`src/rtl/uart_rx_buffer_if.sv`:
```
// Bundle of the core-side rx handshake and the CPU-side pop/status signals
// of the UART receive buffer.
interface uart_rx_buffer_if #(
  parameter int FIFO_ADDR_W = 4,
  parameter int DATA_W      = 8
);
  logic              core_rx_ready;
  logic [DATA_W-1:0] core_rx_data;
  logic              core_data_read_en;
  logic              pop;
  logic [DATA_W-1:0] pop_data;
  logic              pop_valid;
  logic              empty;
  logic              full;
  logic [FIFO_ADDR_W:0] level;
  logic              almost_full;
  logic              overrun;
  logic              overrun_clr;

  modport slave (
    input  core_rx_ready, core_rx_data, pop, overrun_clr,
    output core_data_read_en, pop_data, pop_valid, empty, full, level,
           almost_full, overrun
  );

  modport master (
    output core_rx_ready, core_rx_data, pop, overrun_clr,
    input  core_data_read_en, pop_data, pop_valid, empty, full, level,
           almost_full, overrun
  );
endinterface

```
`src/rtl/uart_rx_buffer.sv`:
```
// UART receive buffer: drains the core's single-byte rx register into a FIFO
// and serves bytes to the CPU with level, almost-full and sticky overrun status.
module uart_rx_buffer #(
  parameter int FIFO_ADDR_W     = 4,
  parameter int DATA_W          = 8,
  parameter int ALMOST_FULL_LVL = 12
) (
  input logic             clk,
  input logic             rst,
  input logic             rst_soft,
  uart_rx_buffer_if.slave bus
);
  localparam int DEPTH = 1 << FIFO_ADDR_W;
  localparam logic [FIFO_ADDR_W:0] FULL_LVL = (FIFO_ADDR_W+1)'(DEPTH);
  localparam logic [FIFO_ADDR_W:0] AF_LVL   = (FIFO_ADDR_W+1)'(ALMOST_FULL_LVL);

  localparam logic [1:0] IDLE = 2'd0;
  localparam logic [1:0] READ = 2'd1;
  localparam logic [1:0] WAIT = 2'd2;

  logic                   srst;
  logic [1:0]             state_reg, state_next;
  logic [FIFO_ADDR_W-1:0] wr_ptr_reg, rd_ptr_reg;
  logic [FIFO_ADDR_W:0]   level_reg, level_next;
  logic [DATA_W-1:0]      pop_data_reg;
  logic                   pop_valid_reg;
  logic                   overrun_reg, overrun_next;
  logic                   in_read, full_now, pop_ok, wr_en, discard;

  logic [DATA_W-1:0] mem [DEPTH];

  assign srst = rst | rst_soft;

  // A pop accepted in the same cycle frees a slot, so a full FIFO still takes the byte.
  always_comb begin
    in_read  = (state_reg == READ) && !srst;
    full_now = (level_reg == FULL_LVL);
    pop_ok   = bus.pop && (level_reg != '0) && !srst;
    wr_en    = in_read && (!full_now || pop_ok);
    discard  = in_read && full_now && !pop_ok;
  end

  always_comb begin
    state_next = state_reg;
    case (state_reg)
      IDLE:    if (bus.core_rx_ready) state_next = READ;
      READ:    state_next = WAIT;
      WAIT:    if (!bus.core_rx_ready) state_next = IDLE;
      default: state_next = IDLE;
    endcase
  end

  always_comb begin
    level_next = level_reg;
    if (wr_en && !pop_ok)
      level_next = level_reg + 1'b1;
    else if (!wr_en && pop_ok)
      level_next = level_reg - 1'b1;
  end

  // A discard in the same cycle as a clear leaves the flag set.
  always_comb begin
    overrun_next = overrun_reg;
    if (discard)
      overrun_next = 1'b1;
    else if (bus.overrun_clr)
      overrun_next = 1'b0;
  end

  always_ff @(posedge clk) begin
    if (srst) begin
      state_reg     <= IDLE;
      wr_ptr_reg    <= '0;
      rd_ptr_reg    <= '0;
      level_reg     <= '0;
      pop_data_reg  <= '0;
      pop_valid_reg <= 1'b0;
      overrun_reg   <= 1'b0;
    end else begin
      state_reg     <= state_next;
      level_reg     <= level_next;
      overrun_reg   <= overrun_next;
      pop_valid_reg <= pop_ok;
      if (wr_en)
        wr_ptr_reg <= wr_ptr_reg + 1'b1;
      if (pop_ok) begin
        pop_data_reg <= mem[rd_ptr_reg];
        rd_ptr_reg   <= rd_ptr_reg + 1'b1;
      end
    end
  end

  // Storage is deliberately not reset so it maps onto block RAM.
  always_ff @(posedge clk) begin
    if (wr_en)
      mem[wr_ptr_reg] <= bus.core_rx_data;
  end

  assign bus.core_data_read_en = in_read;
  assign bus.pop_data          = pop_data_reg;
  assign bus.pop_valid         = pop_valid_reg;
  assign bus.level             = level_reg;
  assign bus.empty             = (level_reg == '0);
  assign bus.full              = full_now;
  assign bus.almost_full       = (level_reg >= AF_LVL);
  assign bus.overrun           = overrun_reg;
endmodule

```
`src/flat_wrapper.sv`:
```
// flat-port wrapper written by rule: the top's interface ports become plain ports
module uart_rx_buffer_flat 
#(
  parameter int FIFO_ADDR_W     = 4,
  parameter int DATA_W          = 8,
  parameter int ALMOST_FULL_LVL = 12
)
  (clk, rst, rst_soft, bus_core_rx_ready, bus_core_rx_data, bus_pop, bus_overrun_clr, bus_core_data_read_en, bus_pop_data, bus_pop_valid, bus_empty, bus_full, bus_level, bus_almost_full, bus_overrun);
  uart_rx_buffer_if #(.FIFO_ADDR_W(FIFO_ADDR_W), .DATA_W(DATA_W)) bus_i ();
  input logic clk;
  input logic rst;
  input logic rst_soft;
  input wire logic [$bits(bus_i.core_rx_ready)-1:0] bus_core_rx_ready;
  input wire logic [$bits(bus_i.core_rx_data)-1:0] bus_core_rx_data;
  input wire logic [$bits(bus_i.pop)-1:0] bus_pop;
  input wire logic [$bits(bus_i.overrun_clr)-1:0] bus_overrun_clr;
  output wire logic [$bits(bus_i.core_data_read_en)-1:0] bus_core_data_read_en;
  output wire logic [$bits(bus_i.pop_data)-1:0] bus_pop_data;
  output wire logic [$bits(bus_i.pop_valid)-1:0] bus_pop_valid;
  output wire logic [$bits(bus_i.empty)-1:0] bus_empty;
  output wire logic [$bits(bus_i.full)-1:0] bus_full;
  output wire logic [$bits(bus_i.level)-1:0] bus_level;
  output wire logic [$bits(bus_i.almost_full)-1:0] bus_almost_full;
  output wire logic [$bits(bus_i.overrun)-1:0] bus_overrun;
  assign bus_i.core_rx_ready = bus_core_rx_ready;
  assign bus_i.core_rx_data = bus_core_rx_data;
  assign bus_i.pop = bus_pop;
  assign bus_i.overrun_clr = bus_overrun_clr;
  assign bus_core_data_read_en = bus_i.core_data_read_en;
  assign bus_pop_data = bus_i.pop_data;
  assign bus_pop_valid = bus_i.pop_valid;
  assign bus_empty = bus_i.empty;
  assign bus_full = bus_i.full;
  assign bus_level = bus_i.level;
  assign bus_almost_full = bus_i.almost_full;
  assign bus_overrun = bus_i.overrun;
  uart_rx_buffer #(.FIFO_ADDR_W(FIFO_ADDR_W), .DATA_W(DATA_W), .ALMOST_FULL_LVL(ALMOST_FULL_LVL)) u_core (.clk(clk), .rst(rst), .rst_soft(rst_soft), .bus(bus_i));
endmodule
```
`config.mk`:
```
export PLATFORM = sky130hd
export DESIGN_NAME = uart_rx_buffer_flat
export DESIGN_NICKNAME = d
export VERILOG_FILES = /design/src/rtl/uart_rx_buffer_if.sv /design/src/rtl/uart_rx_buffer.sv /design/src/flat_wrapper.sv
export SDC_FILE = /design/constraint.sdc
export NUM_CORES = 1
export LEC_CHECK = 0
export CORE_UTILIZATION = 39
export CTS_CLUSTER_DIAMETER = 30
export DETAILED_ROUTE_END_ITERATION = 12
export GPL_TIMING_DRIVEN = 0
export PLACE_DENSITY = 0.66
export SLEW_MARGIN = 30
export SYNTH_ARGS = -nofsm -noshare
export SYNTH_HDL_FRONTEND = slang
export SYNTH_SLANG_ARGS = --single-unit
```
`constraint.sdc`:
```
create_clock -name clk -period 3.5 [get_ports clk]
set_clock_uncertainty 0.2 [all_clocks]
set_input_delay 0.525 -clock clk [delete_from_list [all_inputs] [get_ports clk]]
set_output_delay 0.525 -clock clk [all_outputs]
set_load 0.03 [all_outputs]
```
---- Word-level counts from Yosys, hierarchy flattened ----
Memories as Yosys holds them, arrays and structs flattened. A register that Yosys moved wholly into a read port is not among the register bits.
Cells that the tools add are included.
W data, S select, Z words.
cells by class
  add/sub/neg operators ................... 4
  multipliers ............................. 0
  divide/modulo/power cells ............... 0
  order comparisons ....................... 1
  equal/unequal tests ..................... 5
  shift operators ......................... 0
  mux-type cells .......................... 9
  bitwise gates (word level) .............. 1
  reductions and logical operators ........ 19
operators with widths
  cell                   count
  $mux W5                2
  $add A4 B1 Y4 const B  2
  $logic_and A1 B1 Y1    8
  $pmux W2 S3            1
  $add A5 B1 Y5 const B  1
  $eq A5 B5 Y1 const B   1
  $ge A5 B4 Y1 const B   1
  $logic_not A5 Y1       1
  $reduce_bool A5 Y1     1
  $sub A5 B1 Y5 const B  1
  $logic_not A1 Y1       4
  $mux W1                4
  $mux W2                2
  $ne A2 B2 Y1 const B   2
  $reduce_bool A2 Y1     2
  $eq A2 B1 Y1 const B   1
  $eq A2 B2 Y1 const B   1
  $logic_not A2 Y1       1
  $reduce_and A2 Y1      1
  $logic_or A1 B1 Y1     1
  $or A1 B1 Y1           1
word-level totals
  bits in registers ....................... 17
  bits in latches ......................... 0
  bits in writable memories ............... 128
  bits in read-only memories .............. 0
  input bits .............................. 14
  output and inout bits ................... 19
  memories ................................ 1
memory list
  memory      depth  bits a word  read ports  clocked after memory_dff  wr ports  RTL line              source
  u_core.mem  16     8            1           1                         1         uart_rx_buffer.sv:30  logic [DATA_W-1:0] mem [DEPTH];

---- Longest topological paths before layout ----
  depth after elaboration ................. 9
  depth in mapped cells ................... 12
  mapped depth without buffers ............ 11

---- Least setup slack after synthesis ----
Ideal clock, no wire load.
  kind .................................... input-to-reg
  start ................................... in rst_soft
  end ..................................... reg u_core.level_reg[4], in the netlist u_core.bus.level[4]
  setup time .............................. 72 ps
  arrival ................................. 3037 ps
  data required time ...................... 3228 ps
  setup slack ............................. 191 ps
  cell stages on the path ................. 10
  cells stage by stage .................... nor4b_2 > o21ai_2 > inv_2 > ha_1 > inv_1 > fa_1 > a21o_1 > a21oi_1 > mux2i_1 > mux2i_1
between the ends
  longest elaborated chain between the ends .. 8
  elaborated cells between the ends (all ways) .. 12
  classes of those cells .................. mux: 1; bitwise: 1; reduce/logical: 10
RTL lines
  what                          RTL line                                    source
  start: declaration            flat_wrapper.sv:12                          input logic rst_soft;
  $or A1 B1 Y1 (*)              uart_rx_buffer.sv:32                        assign srst = rst | rst_soft;
  $logic_not A1 Y1 (*)          uart_rx_buffer.sv:36, uart_rx_buffer.sv:38
  $logic_and A1 B1 Y1           uart_rx_buffer.sv:38                        pop_ok = bus.pop && (level_reg != '0) && !srst;
  $logic_or A1 B1 Y1            uart_rx_buffer.sv:39                        wr_en = in_read && (!full_now || pop_ok);
  $logic_and A1 B1 Y1 (*)       uart_rx_buffer.sv:39
  net u_core.wr_en              uart_rx_buffer.sv:28                        logic in_read, full_now, pop_ok, wr_en, discard;
  $logic_not A1 Y1              uart_rx_buffer.sv:57                        else if (!wr_en && pop_ok)
  $logic_and A1 B1 Y1           uart_rx_buffer.sv:57
  $reduce_bool A2 Y1 (no line)  n/a
  end signal: assignment        uart_rx_buffer.sv:81                        level_reg <= level_next;
  end: declaration              uart_rx_buffer.sv:24                        logic [FIFO_ADDR_W:0] level_reg, level_next;
Mark *: on every way through the listed nets, which the timed path passes. The rest lies on a longest branch.
A chain may end at the register's enable or synchronous reset.

---- Final worst setup path ----
  start ................................... reg u_core.level_reg[0], in the netlist u_core.bus.level[0]
  end ..................................... reg u_core.level_reg[4], in the netlist u_core.bus.level[4]
between the ends
  longest elaborated chain between the ends .. 8
  elaborated cells between the ends (all ways) .. 16
  classes of those cells .................. add/sub: 2; eq/ne: 1; mux: 2; reduce/logical: 11
RTL lines
  what
  parallel branches: the longest is 8 deep, another holds $sub A5 B1 Y5
Several ways; the timed one is not identified. The select of a mux whose other input is x is not followed.

==> impl_results.rst <==
.. list-table::
   :header-rows: 1

   * - Metric
     - Value
   * - Wire length of the first global-routing pass
     - 19300 um
   * - Core area
     - between 15000 and 20000 um2
   * - Starting Density
     - slightly above 40%
   * - Biggest area contributors in the synthesized netlist
     - sky130_fd_sc_hd__edfxtp_1 (62%), sky130_fd_sc_hd__mux4_2 (12%), sky130_fd_sc_hd__dfxtp_1 (8.1%), sky130_fd_sc_hd__mux2i_1 (3.2%), sky130_fd_sc_hd__ha_1 (1.8%)
   * - Maximum root-to-sink buffer count
     - 2
   * - Count of antenna diodes in the layout
     - 0
   * - Synthesized-area fraction occupied by ao, oa, aoi and oai cells
     - 4.77%
   * - Die height
     - 128 um
   * - Share of the yosys chip area belonging to registers
     - between 70% and 80%
   * - Worst relative slew slack
     - approximately 40%
   * - Via count normalized by instance count
     - 5.17
   * - Area growth from synthesis to final layout
     - 19.2%
   * - Clock transition time at the flip-flop clock pins of the worst setup and hold paths
     - 0.06 ns
   * - FMAX
     - 0.315 GHz
   * - Post-synthesis instance area
     - 6170 um2
   * - Gate count after technology mapping
     - 338
   * - Critical path launch point type
     - flip-flop
   * - Switching power total
     - 733 uW
   * - Port bufs
     - 32
   * - Portion of total power attributed to combinational logic
     - 2.4%
   * - Number of global-route vias before repair
     - ~3300
   * - Fraction of the core area covered by cells at the end of the flow
     - 48.0%
   * - Post-route minimum period
     - 3.18 ns
   * - Setup slack of the most critical reg-to-reg path
     - roughly 0.32 ns
   * - Reg2reg end
     - u_core.bus.level[4]
   * - Number of rows created at floorplan
     - 45
   * - Via Count
     - about 3200
   * - Start point of the critical path
     - u_core.bus.level[0]
   * - Final-report max-slew violation count
     - 0
   * - Width of the die
     - 128 um
   * - Post-CTS setup-driven buffer insertion count
     - 0
   * - Global-route track usage on met1
     - 22.2%
   * - Warning count from the yosys run
     - 0
   * - Cell internal power dissipation
     - 3.14 mW
   * - Htree depth
     - 4
   * - Max FO, Critical Path
     - 8
   * - Cts repair resizes
     - 0
   * - Most heavily used metal layer in global routing
     - met2
   * - Setup slack of the critical path after layout
     - 0.325 ns
   * - Post-Synth XOR/XNOR Area
     - 0.994%
   * - I/O Pins
     - 33
   * - Number of DRC markers after the initial detailed-route iteration
     - 213
   * - Pre-CTS WS
     - -0.0508 ns
   * - Cell type with the highest aggregate area in the netlist
     - sky130_fd_sc_hd__edfxtp_1
   * - Worst slew pin tran
     - 0.901 ns
   * - Total of max-cap violations
     - 0
   * - Required @ worst endpoint
     - 3.64 ns
   * - Total overflow reported by the global router
     - 0
   * - Switching fraction of total power
     - approximately a fifth
   * - Global router's overall resource usage
     - 16.8%
   * - Category of the worst setup path capture point
     - flip-flop
   * - Launch point of the worst reg-to-reg path
     - u_core.bus.level[0]
   * - Clock root buffer master
     - sky130_fd_sc_hd__clkbuf_16
   * - Sequential fraction of design power
     - a little over 50%
   * - Post-synth net total
     - 362
   * - Count of final setup violators
     - 0
   * - Last weighted congestion value of the routability-driven placer
     - around 0.74
   * - Leakage component of the power
     - approximately 2.3 nW
   * - Post-synth EDFFs
     - 128
   * - Power Dens Cells
     - 527 nW/um2
   * - Number of buffers inserted during clock tree synthesis
     - 17
   * - Arithmetic-cell share of the synthesized area counting full adders, half adders and majority gates
     - under 10%
   * - First-pass iteration count of the detailed router
     - 4
   * - Fraction of post-synthesis cell area in the top cell type by area
     - 62.3%
   * - GR met2 Demand/Resource
     - 25.9%
   * - Total wire length after detailed routing
     - roughly 12000 um
   * - Top FF cell, synth
     - sky130_fd_sc_hd__edfxtp_1
   * - RSZ-0062 raised after global routing
     - false
   * - Run status
     - finished clean
   * - Hold-fix buffers, CTS
     - 0
   * - Count of nets left with antenna violations after detail routing
     - 0
   * - Basic-gate share of the synthesized area counting and, or, nand and nor cells
     - 4.40%
   * - Post-synthesis mux area share
     - 14.9%
   * - Number of register bits inferred by synthesis
     - 153
   * - Global-route met3 utilization
     - 4.72%
   * - Reg2reg path depth
     - 12
   * - DPL Wire Length
     - 8080 um
   * - Initial antenna violation count
     - 0
   * - Clock latency on the worst-skew pair
     - 0.41 ns
   * - Overall die area
     - 16300 um2
   * - Max reg flops
     - 128
   * - Arrival time at the worst endpoint
     - 3.32 ns
   * - TritonCTS Sinks
     - 153
   * - Clock group share of total power
     - between 40 and 50%
   * - Critical path endpoint
     - u_core.bus.level[4]
   * - Number of distinct library cells after synthesis
     - 40
   * - Min-delay worst type
     - flip-flop to flip-flop
   * - Max VDD drop
     - 0.379 mV
   * - Avg WL per Cell
     - 20.2 um
   * - Total number of nets in the final design
     - 413
   * - Ratio of final minimum period to clock period
     - 90.7%
   * - Pin count of the biggest net entering global routing
     - 17
   * - Post-synthesis async set-or-reset flop share
     - 0%
   * - Proportion of layout cells with a drive suffix above 1
     - about a fifth
   * - Mean post-synth cell area
     - approximately 18 um2
   * - Final number of hold-violating endpoints
     - 0
   * - DRC violation count after routing
     - 0
   * - Largest family of logic cells by synthesized area
     - multiplexers
   * - Path type of the worst setup path
     - flip-flop to flip-flop
   * - TritonCTS clock tree
     - done
-- area by class of cell --
cell class	count	area (um2)
clock inverters	9	124
clock buffers	23	458
repair buffers	32	320
multi-input cells	161	1700
plain buffers	18	120
inverters	6	22.5
flip-flops and latches	153	4340
fillers	1307	7960
well taps	211	264
-- power groups by stage --
stage	registers [mW]	logic, mW	clock network [mW]
after CTS	1.98	0.0927	1.84
after global routing	1.98	0.0988	1.91
after floorplan	2.02	0.0353	0
after detailed placement	2.02	0.0925	0
after global placement	2.02	0.0884	0
final	1.98	0.0915	1.81
-- placed cells by master (no fill, tap or decap), types with 3 or more instances in the layout --
master | Yosys | routed
sky130_fd_sc_hd__edfxtp_1 | 128 | 128
sky130_fd_sc_hd__nor3_2 | 0 | 4
sky130_fd_sc_hd__nand2b_1 | 4 | 4
sky130_fd_sc_hd__ha_1 | 9 | 9
sky130_fd_sc_hd__buf_2 | 3 | 3
sky130_fd_sc_hd__clkbuf_1 | 7 | 12
sky130_fd_sc_hd__nand2_1 | 10 | 10
sky130_fd_sc_hd__bufinv_16 | 0 | 3
sky130_fd_sc_hd__dfxtp_1 | 25 | 25
sky130_fd_sc_hd__o22ai_1 | 8 | 8
sky130_fd_sc_hd__nand3_1 | 3 | 3
sky130_fd_sc_hd__clkbuf_16 | 0 | 17
sky130_fd_sc_hd__a21oi_1 | 5 | 5
sky130_fd_sc_hd__buf_6 | 6 | 6
sky130_fd_sc_hd__a31o_1 | 8 | 8
sky130_fd_sc_hd__mux4_2 | 32 | 32
sky130_fd_sc_hd__clkdlybuf4s50_1 | 0 | 32
sky130_fd_sc_hd__nor2_1 | 27 | 27
sky130_fd_sc_hd__xor2_1 | 5 | 5
sky130_fd_sc_hd__inv_1 | 5 | 5
sky130_fd_sc_hd__clkinv_2 | 0 | 3
sky130_fd_sc_hd__mux2i_1 | 20 | 20
-- synth_stat cells (2+ instances only) --
| cell | instances |
|---|---|
| sky130_fd_sc_hd__nand2b_1 | 4 |
| sky130_fd_sc_hd__o21ai_1 | 2 |
| sky130_fd_sc_hd__o21a_1 | 2 |
| sky130_fd_sc_hd__ha_1 | 9 |
| sky130_fd_sc_hd__nor2_1 | 27 |
| sky130_fd_sc_hd__inv_1 | 5 |
| sky130_fd_sc_hd__xnor2_1 | 2 |
| sky130_fd_sc_hd__a31o_1 | 8 |
| sky130_fd_sc_hd__o22ai_1 | 8 |
| sky130_fd_sc_hd__buf_2 | 3 |
| sky130_fd_sc_hd__nand3_1 | 3 |
| sky130_fd_sc_hd__a21oi_1 | 5 |
| sky130_fd_sc_hd__clkbuf_1 | 7 |
| sky130_fd_sc_hd__dfxtp_1 | 25 |
| sky130_fd_sc_hd__mux4_2 | 32 |
| sky130_fd_sc_hd__o31ai_1 | 2 |
| sky130_fd_sc_hd__mux2i_1 | 20 |
| sky130_fd_sc_hd__edfxtp_1 | 128 |
| sky130_fd_sc_hd__xor2_1 | 5 |
| sky130_fd_sc_hd__nor3_1 | 6 |
| sky130_fd_sc_hd__buf_6 | 6 |
| sky130_fd_sc_hd__nand3b_1 | 2 |
| sky130_fd_sc_hd__nand2_1 | 10 |
-- cells by family (layout without fill, tap and decap cells) --
logic type	count (synthesis)	count (layout)
simple gates	57	57
buf+inv	24	88
fa+ha+maj	10	10
flops	153	153
mux	52	52
xor+xnor	7	7
compound gates	35	35
-- routing by layer --
layer | vias to the layer above | share of wire (%)
li1 | 1445 | -
met1 | 1620 | 44
met2 | 89 | 49
met3 | 14 | 5.6
met4 | 0 | 1.7
met5 | - | 0
-- per-stage QoR --
stage / TNS, ns / instances / power [mW] / area [um2] / hold WS, ns
after floorplan: 0 / 338 / 2.05 / 6170 / 0.227
after global placement: -3.42 / 581 / 2.10 / 6750 / 0.246
after detailed placement: -0.0508 / 581 / 2.11 / 6770 / 0.264
after CTS: 0 / 613 / 3.91 / 7350 / 0.278
after global routing: 0 / 613 / 3.99 / 7350 / 0.297
final: 0 / 613 / 3.88 / 7350 / 0.272
-- worst min-delay path by stage --
stage	from	end	slack [ns]	cells past startpoint
final	u_core.bus.pop_data[1]	u_core.bus.pop_data[1]	0.27	1
after global routing	u_core.bus.pop_data[1]	u_core.bus.pop_data[1]	0.30	1
after CTS	u_core.bus.pop_data[1]	u_core.bus.pop_data[1]	0.28	1
after detailed placement	u_core.bus.pop_data[1]	u_core.bus.pop_data[1]	0.26	1
after global placement	u_core.state_reg[0]	u_core.state_reg[0]	0.25	1
after floorplan	u_core.state_reg[0]	u_core.state_reg[0]	0.23	1
-- worst max-delay path, cell delays in order, from the launching register on --
cell and delay, ns:
sky130_fd_sc_hd__dfxtp_1 0.37, sky130_fd_sc_hd__or4_4 0.55, sky130_fd_sc_hd__buf_6 0.17, sky130_fd_sc_hd__o21ai_4 0.17
sky130_fd_sc_hd__nor2_1 0.10, sky130_fd_sc_hd__inv_1 0.07, sky130_fd_sc_hd__ha_1 0.15, sky130_fd_sc_hd__inv_1 0.10
sky130_fd_sc_hd__fa_1 0.42, sky130_fd_sc_hd__a21o_1 0.18, sky130_fd_sc_hd__a21oi_1 0.17, sky130_fd_sc_hd__mux2i_1 0.24
sky130_fd_sc_hd__mux2i_1 0.20
No activity file was read; power rests on OpenSTA's default activity.
